### src/rtl/uart_mensah.sv
// rtl/uart_mensah.sv - full-duplex 8N1 UART with oversampling receiver and FIFO-backed RX/TX paths.
// The RX FIFO is a capture buffer: it only fills, and out shows its oldest byte.
module uart_mensah #(
  parameter int OVERSAMPLE = 16,
  parameter int TICK_DIV   = 1,
  parameter int FIFO_DEPTH = 8
) (
  input  logic       clk,
  input  logic       reset,
  input  logic       rxEnabled,
  input  logic       rx,
  output logic       rx_empty,
  output logic       rxBusy,
  output logic       rxErr,
  output logic [7:0] out,
  output logic       full,
  input  logic [7:0] in,
  input  logic       wr_uart,
  output logic       tx_full,
  output logic       tx,
  output logic       txBusy,
  output logic       txErr
);
  localparam int OW = $clog2(OVERSAMPLE);
  localparam int TW = (TICK_DIV > 1) ? $clog2(TICK_DIV) : 1;
  localparam int BW = $clog2(OVERSAMPLE * TICK_DIV);
  localparam int AW = $clog2(FIFO_DEPTH);
  localparam int CW = AW + 1;
  localparam logic [OW-1:0] OS_LAST   = OW'(OVERSAMPLE - 1);
  localparam logic [OW-1:0] OS_HALF   = OW'(OVERSAMPLE / 2 - 1);
  localparam logic [TW-1:0] TICK_LAST = TW'(TICK_DIV - 1);
  localparam logic [BW-1:0] BIT_LAST  = BW'(OVERSAMPLE * TICK_DIV - 1);
  localparam logic [CW-1:0] DEPTH_C   = CW'(FIFO_DEPTH);

  typedef enum logic [1:0] {S_IDLE, S_START, S_DATA, S_STOP} uart_state_t;

  logic [TW-1:0] tick_cnt_q;
  logic          tick;
  assign tick = (tick_cnt_q == TICK_LAST);

  always_ff @(posedge clk or negedge reset) begin
    if (!reset) tick_cnt_q <= '0;
    else        tick_cnt_q <= tick ? '0 : tick_cnt_q + 1'b1;
  end

  // rx_prev_q trails the synchronised line by one clock for falling-edge detection
  logic rx_s1_q, rx_s2_q, rx_prev_q;
  always_ff @(posedge clk or negedge reset) begin
    if (!reset) begin
      rx_s1_q   <= 1'b1;
      rx_s2_q   <= 1'b1;
      rx_prev_q <= 1'b1;
    end else begin
      rx_s1_q   <= rx;
      rx_s2_q   <= rx_s1_q;
      rx_prev_q <= rx_s2_q;
    end
  end

  uart_state_t   rx_state_q, rx_state_d;
  logic [OW-1:0] rx_os_q, rx_os_d;
  logic [2:0]    rx_bit_q, rx_bit_d;
  logic [7:0]    rx_sh_q, rx_sh_d;
  logic          rx_done;

  always_comb begin
    rx_state_d = rx_state_q;
    rx_os_d    = rx_os_q;
    rx_bit_d   = rx_bit_q;
    rx_sh_d    = rx_sh_q;
    rx_done    = 1'b0;
    if (!rxEnabled) begin
      rx_state_d = S_IDLE;
      rx_os_d    = '0;
    end else begin
      case (rx_state_q)
        S_IDLE: if (rx_prev_q && !rx_s2_q) begin
          rx_state_d = S_START;
          rx_os_d    = '0;
        end
        S_START: if (tick) begin
          if (rx_os_q == OS_HALF) begin
            rx_state_d = rx_s2_q ? S_IDLE : S_DATA;
            rx_os_d    = '0;
            rx_bit_d   = '0;
          end else rx_os_d = rx_os_q + 1'b1;
        end
        S_DATA: if (tick) begin
          if (rx_os_q == OS_LAST) begin
            rx_sh_d = {rx_s2_q, rx_sh_q[7:1]};
            rx_os_d = '0;
            if (rx_bit_q == 3'd7) rx_state_d = S_STOP;
            else                  rx_bit_d   = rx_bit_q + 1'b1;
          end else rx_os_d = rx_os_q + 1'b1;
        end
        default: if (tick) begin
          if (rx_os_q == OS_LAST) begin
            rx_done    = 1'b1;
            rx_state_d = S_IDLE;
            rx_os_d    = '0;
          end else rx_os_d = rx_os_q + 1'b1;
        end
      endcase
    end
  end

  always_ff @(posedge clk or negedge reset) begin
    if (!reset) begin
      rx_state_q <= S_IDLE;
      rx_os_q    <= '0;
      rx_bit_q   <= '0;
      rx_sh_q    <= '0;
    end else begin
      rx_state_q <= rx_state_d;
      rx_os_q    <= rx_os_d;
      rx_bit_q   <= rx_bit_d;
      rx_sh_q    <= rx_sh_d;
    end
  end

  logic [7:0]    rx_mem_q [FIFO_DEPTH];
  logic [AW-1:0] rx_wptr_q;
  logic [CW-1:0] rx_cnt_q;
  logic [7:0]    out_q;
  logic          rx_err_q;
  logic          rx_push;

  assign full     = (rx_cnt_q == DEPTH_C);
  assign rx_empty = (rx_cnt_q == '0);
  assign rx_push  = rx_done && rx_s2_q && !full;
  assign rxBusy   = (rx_state_q != S_IDLE);
  assign rxErr    = rx_err_q;
  assign out      = out_q;

  always_ff @(posedge clk) begin
    if (rx_push) rx_mem_q[rx_wptr_q] <= rx_sh_q;
  end

  always_ff @(posedge clk or negedge reset) begin
    if (!reset) begin
      rx_wptr_q <= '0;
      rx_cnt_q  <= '0;
      out_q     <= '0;
      rx_err_q  <= 1'b0;
    end else begin
      rx_err_q <= rx_done && (!rx_s2_q || full);
      if (rx_push) begin
        rx_wptr_q <= rx_wptr_q + 1'b1;
        rx_cnt_q  <= rx_cnt_q + 1'b1;
      end
      if (rx_push && rx_empty) out_q <= rx_sh_q;
      else if (!rx_empty)      out_q <= rx_mem_q[0];
    end
  end

  logic [7:0]    tx_mem_q [FIFO_DEPTH];
  logic [AW-1:0] tx_wptr_q, tx_rptr_q;
  logic [CW-1:0] tx_cnt_q;
  logic          tx_push, tx_pop, tx_fifo_empty, tx_err_q;

  assign tx_full       = (tx_cnt_q == DEPTH_C);
  assign tx_fifo_empty = (tx_cnt_q == '0);
  assign tx_push       = wr_uart && !tx_full;
  assign txErr         = tx_err_q;

  always_ff @(posedge clk) begin
    if (tx_push) tx_mem_q[tx_wptr_q] <= in;
  end

  always_ff @(posedge clk or negedge reset) begin
    if (!reset) begin
      tx_wptr_q <= '0;
      tx_rptr_q <= '0;
      tx_cnt_q  <= '0;
      tx_err_q  <= 1'b0;
    end else begin
      tx_err_q <= wr_uart && tx_full;
      if (tx_push) tx_wptr_q <= tx_wptr_q + 1'b1;
      if (tx_pop)  tx_rptr_q <= tx_rptr_q + 1'b1;
      if (tx_push && !tx_pop)      tx_cnt_q <= tx_cnt_q + 1'b1;
      else if (!tx_push && tx_pop) tx_cnt_q <= tx_cnt_q - 1'b1;
    end
  end

  // TX times bits in whole clocks so every bit is exactly OVERSAMPLE*TICK_DIV wide
  uart_state_t   tx_state_q, tx_state_d;
  logic [BW-1:0] tx_clk_q, tx_clk_d;
  logic [2:0]    tx_bit_q, tx_bit_d;
  logic [7:0]    tx_sh_q, tx_sh_d;
  logic          tx_q, tx_d;

  assign tx     = tx_q;
  assign txBusy = (tx_state_q != S_IDLE);

  always_comb begin
    tx_state_d = tx_state_q;
    tx_clk_d   = tx_clk_q;
    tx_bit_d   = tx_bit_q;
    tx_sh_d    = tx_sh_q;
    tx_d       = tx_q;
    tx_pop     = 1'b0;
    case (tx_state_q)
      S_IDLE: if (!tx_fifo_empty) begin
        tx_pop     = 1'b1;
        tx_sh_d    = tx_mem_q[tx_rptr_q];
        tx_state_d = S_START;
        tx_clk_d   = '0;
        tx_d       = 1'b0;
      end
      S_START: if (tx_clk_q == BIT_LAST) begin
        tx_state_d = S_DATA;
        tx_clk_d   = '0;
        tx_bit_d   = '0;
        tx_d       = tx_sh_q[0];
      end else tx_clk_d = tx_clk_q + 1'b1;
      S_DATA: if (tx_clk_q == BIT_LAST) begin
        tx_clk_d = '0;
        if (tx_bit_q == 3'd7) begin
          tx_state_d = S_STOP;
          tx_d       = 1'b1;
        end else begin
          tx_bit_d = tx_bit_q + 1'b1;
          tx_sh_d  = {1'b0, tx_sh_q[7:1]};
          tx_d     = tx_sh_q[1];
        end
      end else tx_clk_d = tx_clk_q + 1'b1;
      default: if (tx_clk_q == BIT_LAST) begin
        tx_clk_d = '0;
        if (!tx_fifo_empty) begin
          tx_pop     = 1'b1;
          tx_sh_d    = tx_mem_q[tx_rptr_q];
          tx_state_d = S_START;
          tx_d       = 1'b0;
        end else tx_state_d = S_IDLE;
      end else tx_clk_d = tx_clk_q + 1'b1;
    endcase
  end

  always_ff @(posedge clk or negedge reset) begin
    if (!reset) begin
      tx_state_q <= S_IDLE;
      tx_clk_q   <= '0;
      tx_bit_q   <= '0;
      tx_sh_q    <= '0;
      tx_q       <= 1'b1;
    end else begin
      tx_state_q <= tx_state_d;
      tx_clk_q   <= tx_clk_d;
      tx_bit_q   <= tx_bit_d;
      tx_sh_q    <= tx_sh_d;
      tx_q       <= tx_d;
    end
  end
endmodule

### config.mk
export PLATFORM = sky130hd
export DESIGN_NAME = uart_mensah
export DESIGN_NICKNAME = d
export VERILOG_FILES = /design/src/rtl/uart_mensah.sv
export SDC_FILE = /design/constraint.sdc
export NUM_CORES = 1
export LEC_CHECK = 0
export CAP_MARGIN = 0
export CORE_MARGIN = 3
export CORE_UTILIZATION = 44
export DETAILED_ROUTE_END_ITERATION = 7
export HOLD_SLACK_MARGIN = 0.08
export RECOVER_POWER = 100
export SYNTH_ARGS = -nofsm -noshare
export SYNTH_HDL_FRONTEND = slang
export SYNTH_SLANG_ARGS = --single-unit
### constraint.sdc
create_clock -name clk -period 3.4 [get_ports clk]
set_input_delay 0.34 -clock clk [delete_from_list [all_inputs] [get_ports clk]]
set_output_delay 0.34 -clock clk [all_outputs]
set_load 0.05 [all_outputs]
==> impl_metrics.json <==
{
  "synth_seq_cells": 137,
  "coreArea_um2": 12900,
  "avgSynthCellArea_um2": 14.7,
  "dieArea_um2": 14900,
  "utilization_pct": 54.1,
  "synth-xor-area-share_pct": 1.92,
  "ios": 29,
  "critPathMaxFanout": 11,
  "period_share_pct": 82.8,
  "power.static_leakage_nw": 2.71,
  "wl_per_cell_um": 15.9,
  "reg2reg_depth": 12,
  "yosysMostFrequentCell": "edfxtp_1",
  "hold_slack_ns": 0.364,
  "hold_class": "register to register",
  "synthFlopType": "edfxtp_1",
  "yosysTopAreaCell": "edfxtp_1",
  "syn_inst": 404,
  "antenna_found_initial": 0,
  "io_buffers": 28,
  "ys_seq_area_share_pct": 64.0,
  "drv_cap": 1,
  "fmax_mhz": 355,
  "synth-async-reset-ratio_pct": 47.4,
  "synthTopCellsByCount": "edfxtp_1, dfrtp_1, nand2_1",
  "required_ns": 3.73,
  "start_util_pct": 46.0,
  "rsz0062_at_grt": "false",
  "htreeDepth": 4,
  "r2r-start": "tx_state_q[0]",
  "post_cts_resized": 0,
  "synth_compound_area_share_pct": 6.76,
  "hpwl_um": 6900,
  "muxShareOfSynthArea_pct": 11.5,
  "relSlewSlack_pct": -79.5,
  "syn_area_um2": 5930,
  "timing.final.ws_setup_ns": 0.584,
  "finalSetupTns_ns": 0,
  "grt_pass1_vias": 3305,
  "num_vias": 3365,
  "max_slew.worst_pin.slew_ns": 2.69,
  "power_density_nw_per_um2": 809,
  "rrSetupSlack_ns": 0.58,
  "postCtsSetupBuffers": 0,
  "synthesis.nets": 436,
  "crit_type": "register to register",
  "grt_start_max_net_pins": 51,
  "grt_usage_pct": 15.0,
  "die_w_um": 122,
  "firstDrtPassIters": 4,
  "clkSlewWorstSetupHoldPaths_ns": 0.06,
  "endpoint": "tx_cnt_q[3]",
  "fin_crit_ns": 2.82,
  "total_power_mw": 5.64,
  "antennaDiodeCount": 0,
  "status": "complete, but fails checks",
  "grt_pass1_wl_um": 16800,
  "insertion_delay_ns": 0.42,
  "grt.overflow.total": 0,
  "critPathLaunch": "tx_state_q[0]",
  "avgViaCountPerCell": 5.28,
  "synth_cell_types": 57,
  "fin_worst_skew_ns": 0.0137,
  "rr_endpoint": "tx_cnt_q[3]",
  "numCtsBuffers": 17,
  "cts.hold.buffers_added": 0,
  "final_antenna_net_count": 0,
  "area_growth_pct": 17.6,
  "drt_iter0_markers": 271,
  "drcViolationCount": 0,
  "synth.top_cell.area_share_pct": 36.5,
  "synth.area.top_cells": "edfxtp_1, dfrtp_1, mux4_2, ha_1, mux2_2",
  "clockBufferDepth": 2,
  "cp_data_arrival_time_ns": 3.15,
  "setup_viol_count_final": 0,
  "violations": "capacitance limit, slew limit",
  "ir_worst_vdd_mv": 0.459,
  "ctsRootBufferMaster": "clkbuf_16",
  "hold_viol": 0,
  "synth-simple-area-share_pct": 9.71,
  "pre_cts_ws_ns": 0.589,
  "synth_edf_count": 72,
  "drive_gt1_share_pct": 17.6,
  "die_y_um": 122,
  "synthAdderAreaFrac_pct": 4.14,
  "place_congestion": 0.767,
  "end_kind": "register",
  "wirelength_um": 10100,
  "synth_top_family_by_area": "multiplexers",
  "ys.warnings.count": 0,
  "start_kind": "register",
  "layout.nets": 484,
  "drv_slew": 51,
  "clock_sinks": 137,
  "cts_tree": "built",
  "core.rowCount": 41
}
critical path, stage by stage, from the launching register on:
cell	delay [ns]
dfrtp_1	0.41
inv_1	0.10
ha_1	0.36
nand2b_1	0.09
a21oi_1	0.38
inv_1	0.08
ha_1	0.20
inv_1	0.12
ha_1	0.24
a21o_2	0.21
a21oi_1	0.17
mux2i_1	0.23
xnor2_1	0.14
report_power, final:
part	leakage (nW)	internal (mW)	switching [mW]
registers	1.43	2.05	0.238
clock network	0.291	1.16	0.684
logic	0.994	0.725	0.788
layer usage:
layer  vias to the layer above  wire length (µm)  GRT usage [%]
met2                        55              4980           23.7
met1                      1689              4570           18.8
met5                         -                 0              0
li1                       1612                 -              -
met4                         0               125           5.88
met3                         9               432           5.52
worst min path at each step:
stage / to / slack (ns) / startpoint / depth (start not counted)
2_1_floorplan: out[0] / 0.04 / reset / 0
5_1_grt: rx_s2_q / 0.37 / rx_s1_q / 0
6_report: rx_s2_q / 0.36 / rx_s1_q / 0
3_3_place_gp: rx_s2_q / 0.35 / rx_s1_q / 0
3_5_place_dp: rx_s2_q / 0.35 / rx_s1_q / 0
4_1_cts: tx_clk_q[0] / 0.17 / reset / 1
logic make-up after synthesis:
kind of cell / Yosys count
compound gates: 57
buf+inv: 25
simple gates: 109
xor+xnor: 13
mux: 44
flops: 137
fa+ha+maj: 19
placed cells by master, fill, tap and decap left out, types with 4 or more instances in the layout:
cell type	instances
dfrtp_1	61
ha_1	18
mux2i_1	6
xnor2_1	11
o22ai_1	4
inv_1	13
clkbuf_1	11
a21oi_1	9
nand2_1	34
nand4_1	6
mux4_2	16
a31oi_1	9
nor3_1	5
a22o_1	4
edfxtp_1	72
nand2b_1	15
nor2_1	26
mux2_2	19
clkinv_4	4
dlygate4sd3_1	25
clkbuf_16	17
o21ai_0	14
registers in the layout, indices dropped and copies added (netlist names), 8 cells and up:
register  cells
rx_sh_q       8
rx_mem_q      8
tx_sh_q       8
tx_mem_q     64
out           8
cell type report:
type	instances	area, µm²
fill	1064	5910
sequential	137	3790
multi-input combinational	242	1980
clock buffer	18	429
timing repair buffer	41	335
tap	172	215
clock inverter	14	173
inverter	13	48.8
through the flow:
step                      instances  instance area [µm²]
after detailed placement        605                 6450
after global placement          605                 6450
after global routing            637                 6970
final                           637                 6970
after CTS                       637                 7050
after floorplan                 404                 5930
Note: power is estimated with default switching activity, not from simulation.
